<file path="config.mk">
export PLATFORM = sky130hd
export DESIGN_NAME = ex_3_window_acc
export DESIGN_NICKNAME = d
export VERILOG_FILES = /design/src/rtl/ex_3_window_acc.sv
export SDC_FILE = /design/constraint.sdc
export NUM_CORES = 1
export LEC_CHECK = 0
export CAP_MARGIN = 20
export CORE_AREA = 5 5 92 94
export CTS_CLUSTER_DIAMETER = 150
export CTS_CLUSTER_SIZE = 14
export DETAILED_ROUTE_END_ITERATION = 6
export DIE_AREA = 0 0 97 99
export HOLD_SLACK_MARGIN = 0.1
export PLACE_DENSITY = 0.51
export SLEW_MARGIN = 5
export SYNTH_ARGS = -nofsm -noshare
export SYNTH_HDL_FRONTEND = slang
export SYNTH_SLANG_ARGS = --single-unit
</file>
<file path="constraint.sdc">
create_clock -name clk -period 4.2 [get_ports clk]
set_input_delay 0.42 -clock clk [delete_from_list [all_inputs] [get_ports clk]]
set_output_delay 0.42 -clock clk [all_outputs]
set_load 0.01 [all_outputs]
</file>
<file path="src/rtl/ex_3_window_acc.sv">
// Valid-qualified sample accumulator: moving-window sum (mode 0) or saturating
// running sum with sticky overflow (mode 1). Registered output, 1-cycle latency.
module ex_3_window_acc #(
    parameter  int DATA_W = 4,
    parameter  int DEPTH  = 4,
    localparam int OUT_W  = DATA_W + $clog2(DEPTH)
) (
    input  logic              clk,
    input  logic              rst,
    input  logic              clr,
    input  logic              mode,
    input  logic [DATA_W-1:0] x,
    input  logic              x_is_valid,
    output logic [OUT_W-1:0]  y,
    output logic              y_valid,
    output logic              full,
    output logic              ovf
);
    localparam int PTR_W = $clog2(DEPTH);
    localparam int CNT_W = $clog2(DEPTH + 1);
    localparam logic [OUT_W:0] Y_MAX = {1'b0, {OUT_W{1'b1}}};

    logic [DEPTH-1:0][DATA_W-1:0] win_q;
    logic [PTR_W-1:0]             wr_ptr, wr_ptr_n;
    logic [CNT_W-1:0]             count, count_n;
    logic                         mode_q;
    logic                         clear;
    logic [OUT_W-1:0]             y_n;
    logic                         y_valid_n, full_n, ovf_n;
    logic [OUT_W:0]               sat_sum;
    logic [OUT_W-1:0]             win_sum;

    // A mode switch is treated exactly like an explicit clear.
    assign clear   = clr | (mode != mode_q);
    assign sat_sum = {1'b0, y} + (OUT_W + 1)'(x);
    // Unfilled entries are zero, so this is exact even before the window fills.
    assign win_sum = y + OUT_W'(x) - OUT_W'(win_q[wr_ptr]);

    always_comb begin
        y_n       = y;
        y_valid_n = 1'b0;
        ovf_n     = ovf;
        wr_ptr_n  = wr_ptr;
        count_n   = count;
        if (clear) begin
            ovf_n    = 1'b0;
            y_n      = x_is_valid ? OUT_W'(x) : '0;
            wr_ptr_n = x_is_valid ? PTR_W'(1) : '0;
            count_n  = x_is_valid ? CNT_W'(1) : '0;
            y_valid_n = x_is_valid;
        end else if (x_is_valid) begin
            y_valid_n = 1'b1;
            if (!mode_q) begin
                y_n      = win_sum;
                wr_ptr_n = wr_ptr + PTR_W'(1);
                if (count != CNT_W'(DEPTH))
                    count_n = count + CNT_W'(1);
            end else if (sat_sum > Y_MAX) begin
                y_n   = Y_MAX[OUT_W-1:0];
                ovf_n = 1'b1;
            end else begin
                y_n = sat_sum[OUT_W-1:0];
            end
        end
        // mode_q takes the value of mode on this edge in every case.
        full_n = (count_n == CNT_W'(DEPTH)) && !mode;
    end

    always_ff @(posedge clk) begin
        if (!rst) begin
            y       <= '0;
            y_valid <= 1'b0;
            full    <= 1'b0;
            ovf     <= 1'b0;
            count   <= '0;
            wr_ptr  <= '0;
            mode_q  <= mode;
        end else begin
            y       <= y_n;
            y_valid <= y_valid_n;
            full    <= full_n;
            ovf     <= ovf_n;
            count   <= count_n;
            wr_ptr  <= wr_ptr_n;
            mode_q  <= mode;
        end
    end

    always_ff @(posedge clk) begin
        for (int i = 0; i < DEPTH; i++) begin
            if (!rst)
                win_q[i] <= '0;
            else if (clear)
                win_q[i] <= (i == 0 && x_is_valid) ? x : '0;
            else if (x_is_valid && !mode_q && wr_ptr == PTR_W'(i))
                win_q[i] <= x;
        end
    end
endmodule

</file>
== Word level (Yosys, flattened, before mapping) ==
Cells that the tools add are included.

* Bits of input ports: 9
* Word-level logic and storage cells: 62
* Bits in read-only memories: 0
* Memories: 0
* Memory bits (writable): 0
* Register bits after elaboration: 31
* Latch bits: 0
* Output and inout bits: 9

* Reduce and logical (&&, ||, !) cells: 14
* Divide/modulo/power cells: 0
* Order comparisons: 2
* Mux-type cells: 21
* Multipliers: 0
* Bitwise logic cells: 2
* Add/sub/neg operators: 5
* Shift-type cells: 0
* Equal/unequal tests: 7

{| class="wikitable"
|+ Operator list
! cell !! count
|-
| $mux 6 || 4
|-
| $mux 4 || 5
|-
| $mux 3 || 4
|-
| $bmux 4 s2 || 1
|-
| $add 6x4->7 || 1
|-
| $gt 7x6->1 const B || 1
|-
| $add 6x4->6 || 1
|-
| $logic_and 1x1->1 || 6
|-
| $mux 2 || 3
|-
| $sub 6x4->6 || 1
|-
| $eq 2x2->1 const B || 2
|-
| $mux 1 || 4
|-
| $reduce_bool 2->1 || 2
|-
| $add 3x1->3 const B || 1
|-
| $eq 3x3->1 const B || 1
|-
| $lt 2x3->1 const B || 1
|-
| $ne 3x3->1 const B || 1
|-
| $reduce_and 3->1 || 1
|-
| $add 2x1->2 const B || 1
|-
| $eq 2x1->1 const B || 1
|-
| $logic_not 1->1 || 2
|-
| $logic_not 2->1 || 1
|-
| $ne 2x1->1 const B || 1
|-
| $reduce_and 2->1 || 1
|-
| 4 further kinds || 4
|}

== Longest topological paths before layout ==
* Depth after elaboration: 7
* Gate-level depth with buffers: 11
* Depth with buffers taken out: 10

== Least setup slack after synthesis ==
No wires, ideal clock.

* Path type: register to register
* Start: register wr_ptr[1]
* End: register y[5]
* Cell stages (with the launch flop): 11
* Setup slack: 1,224 ps
* Buffers on the path: 1
* Required time: 4,141 ps
* Arrival: 2,917 ps
* Path through: dfxtp_1 clkbuf_1 mux4_2 fa_1 inv_1 ha_1 a211oi_1 nor2_1 a22o_1 o32ai_1 a22o_1

* Longest elaborated chain between the ends: 6

{| class="wikitable"
|+ RTL lines
! item !! line !! source
|-
| start: declaration || 24 || <nowiki>logic [PTR_W-1:0] wr_ptr, wr_ptr_n;</nowiki>
|-
| start signal: assignment || 84 || <nowiki>wr_ptr <= wr_ptr_n;</nowiki>
|-
| $bmux 4 s2 || 37 || <nowiki>assign win_sum = y + OUT_W'(x) - OUT_W'(win_q[wr_ptr]);</nowiki>
|-
| $mux 4 (not written as such) || 37 ||
|-
| $sub 6x4->6 || 37 ||
|-
| $mux 6 || 53 || <nowiki>if (!mode_q) begin</nowiki>
|-
| $mux 6 || 51 || <nowiki>end else if (x_is_valid) begin</nowiki>
|-
| $mux 6 || 45 || <nowiki>if (clear) begin</nowiki>
|-
| end signal: assignment || 79 || <nowiki>y <= y_n;</nowiki>
|-
| end: declaration || 14 || <nowiki>output logic [OUT_W-1:0] y,</nowiki>
|}

No other way between the ends. The select of a mux whose other input is x is not followed.
A chain may end at the register's enable or synchronous reset.

== Final worst setup path ==
Ends and elaborated chain as after synthesis.

==> summary.txt <==
Critical path
  • Critical-path top delay cell: mux4_2
  • Worst R2R Setup Slack: 1.12 ns
  • Crit path kind: register to register
  • Critical Path Fanout Max: 8
  • Required time of the worst setup path: 4.43 ns
  • Worst path cell trace: mux4_2, fa_1, inv_1, ha_1, a211oi_1, nor2_1, a22o_1, o32ai_1, a22o_1
  • Cell family with most CP delay: compound AO/OA/AOI/OAI gates
  • Buffers & Inverters on Critical Path: 1
  • Critical Path End Type: register
  • Max stage delay on crit path: 0.58 ns
  • Cell mode on critical path: a22o_1
  • CP Launch Type: register
  • CP arrival: 3.31 ns

Power and ir drop
  • Worst vdd ir: 0.120 mV
  • Gate power share: 19.5%
  • Pleak: 0.897 nW
  • Pwr Density: 353 mW/mm^2
  • Sequential share of power: 37.5%
  • Final Total Pwr: 836 uW
  • Clock power frac: 43.1%
  • P_sw: 223 uW
  • Pint: 613 uW
  • Sw Share: 26.7%

Cells and area
  • Layout Cells excl Fill: 347
  • Core Util, Final: 31.3%
  • Synth-to-Final Area Change: 20.1%
  • Layout cells sized above 1: 6.94%
  • Fin area: 0.00237 sq mm
  • Number of diodes: 0
  • Fillers: 786
  • Nets: 275

Timing
  • Worst Max-Slew Pin Slew: 0.693 ns
  • Clk_skew: 0.00890 ns
  • Final Setup Violations: 0
  • Tmin final: 3.08 ns
  • Fmax: 0.325 GHz
  • Final hold viol count: 0
  • Slew Viols, Final: 0
  • Fin crit share: 73.3%
  • RSZ-0062 raised after global routing: no
  • Slew headroom: 53.7%
  • Setup TNS: 0 ns

Synthesis
  • Area share of the largest cell type after synthesis: 31.4%
  • Distinct cell type count after synthesis: 46
  • Dominant synthesized flop cell: dfxtp_1
  • Syn avg cell area: 8.66 sq um
  • Post-synth EDFFs: 0
  • FF+latch count, synth: 31
  • Mapped Nets: 259
  • Synth area leader: dfxtp_1
  • Compound-Gate Fraction of Synth Area: 18.7%
  • Netlist Area Pre-Place: 0.00197 sq mm
  • Simple-gate share of the synthesized area: 16.9%
  • XOR/XNOR Fraction of Synth Area: 2.66%
  • Sequential area share after synthesis: 31.4%
  • Post-Synth Adder-Cell Area: 15.8%
  • Multiplexer share of the synthesized area: 7.60%
  • Cells after synthesis: 228
  • Warnings, synthesis: 0
  • Largest family of logic cells by synthesized area: compound AO/OA/AOI/OAI gates
  • Ys async rst share: 0%
  • Synth area leaders: dfxtp_1 31%, ha_1 11%, a21oi_1 5.3%

Floorplan
  • Die W: 97 um
  • DIE AREA: 0.00960 sq mm
  • Initial Util: 26.1%
  • Core area: 0.00757 sq mm
  • Die Y: 99 um
  • Site Rows: 32
  • Total I/O pin count: 18

Drt
  • WL final: 4730 um
  • Initial drt markers: 69
  • 1st-pass router iterations: 4
  • DRC: 0
  • DR vias: 1625
  • Routed len/inst: 13.6 um
  • Post-route ant nets: 0
  • Detailed-route vias per instance: 4.68

Global routing
  • Initial antenna violation count: 0
  • Vias in the first global route: 1637
  • Gr ovfl total: 0
  • Global-route usage over all layers: 10.3%
  • First-pass GRT wire length: 8130 um
  • Largest net degree at the start of global routing: 21

CTS
  • Cts bufs inserted: 5
  • Hold_buf cts: 0
  • CTS clk-pin slew, worst paths: 0.08 ns
  • Setup bufs post-CTS: 0
  • Worst skew pair latency: 0.29 ns
  • CTS resizes: 0
  • TritonCTS clock tree: built
  • Clock H-tree levels: 2
  • Clock root buffer: clkbuf_8
  • Clock Sinks: 31
  • Maximum clock path buffer count: 2

Job
  • Max capacitance violation total: 0

Placement
  • RePlAce Congestion: 0.757
  • Placed Cells: 339
  • DP Area: 0.00223 sq mm
  • DP HPWL: 3660 um
  • IO buf count: 17

Run status
  • Status: completed

Hold path
  • Hold WC Path Type: register to register
[cell usage in the layout (no fill, tap or decap), types with 3 or more instances in the layout]
cell type         n
fa_1              5
nand2_1          21
nand3_1          14
a22o_1            3
o21ai_0           7
mux2i_1           6
nand2b_1          4
xnor2_1           4
dfxtp_1          31
nor3_1            3
clkbuf_8          5
inv_1            24
ha_1             17
a21o_1            4
nor2_1           17
mux4_2            4
a21oi_1          21
clkdlybuf4s50_1  17
[state kept, by name, indices dropped and copies added, names as in the netlist]
| register | count |
|---|---|
| count | 3 |
| full | 1 |
| mode_q | 1 |
| ovf | 1 |
| win_q | 16 |
| wr_ptr | 2 |
| y | 6 |
| y_valid | 1 |
[tightest hold or removal path: stages, from the launching register on]
cell	delay, ns
dfxtp_1	0.31
nand2_1	0.05
a21oi_1	0.05
[worst paths after layout]
path,from,to,cells after the start
setup / recovery,wr_ptr[1],y[5],9
hold / removal,win_q[10],win_q[10],2
setup reg to reg,wr_ptr[1],y[5],9
hold reg to reg,win_q[10],win_q[10],2
[kinds of logic (layout without fill, tap and decap cells)]
logic type,Yosys count,after routing
AOI/OAI and AO/OA,56,56
and+or+nand+nor,70,70
muxes,10,10
buffers and inverters,33,50
DFF,31,31
xor gates and xnor gates,6,6
adders and majority gates,22,22
[per-stage QoR]
stage	hold slack, ns	worst slack, ns
detailed placement	0.448	1.05
CTS	0.459	1.10
global route	0.474	0.920
floorplan	0.433	1.22
finish	0.455	1.12
global placement	0.443	1.09
[metal layers]
metal | wire [um] | track usage (%) | vias up
met2 | 2280 | 17.3 | 24
li1 | - | - | 830
met5 | 0 | 0 | -
met1 | 2270 | 13.0 | 767
met3 | 158 | 2.62 | 4
met4 | 26 | 3.13 | 0
[synthesized netlist by cell type (3+ instances only)]
master	instances
dfxtp_1	31
inv_1	24
a21oi_1	21
nand2_1	21
ha_1	17
nor2_1	17
nand3_1	14
o21ai_0	7
mux2i_1	6
clkbuf_1	5
fa_1	5
a21o_1	4
mux4_2	4
nand2b_1	4
xnor2_1	4
a22o_1	3
buf_2	3
nor3_1	3
[power groups by stage]
| stage | Combinational [mW] | Clock [mW] | Sequential [mW] |
|---|---|---|---|
| finish | 0.163 | 0.360 | 0.313 |
| global route | 0.185 | 0.380 | 0.315 |
| CTS | 0.165 | 0.369 | 0.313 |
| detailed placement | 0.164 | 0 | 0.320 |
| global placement | 0.164 | 0 | 0.320 |
| floorplan | 0.121 | 0 | 0.317 |
[final cells by class]
class,instances,area (sq um),area share [%]
Multi-Input combinational cell,164,1220,51.4
Timing Repair Buffer,18,178,7.49
Tap cell,102,128,5.38
Clock inverter,3,67.6,2.85
Sequential cell,31,621,26.2
Clock buffer,5,68.8,2.90
Inverter,24,90.1,3.80
(Power assumes the default switching activity.)
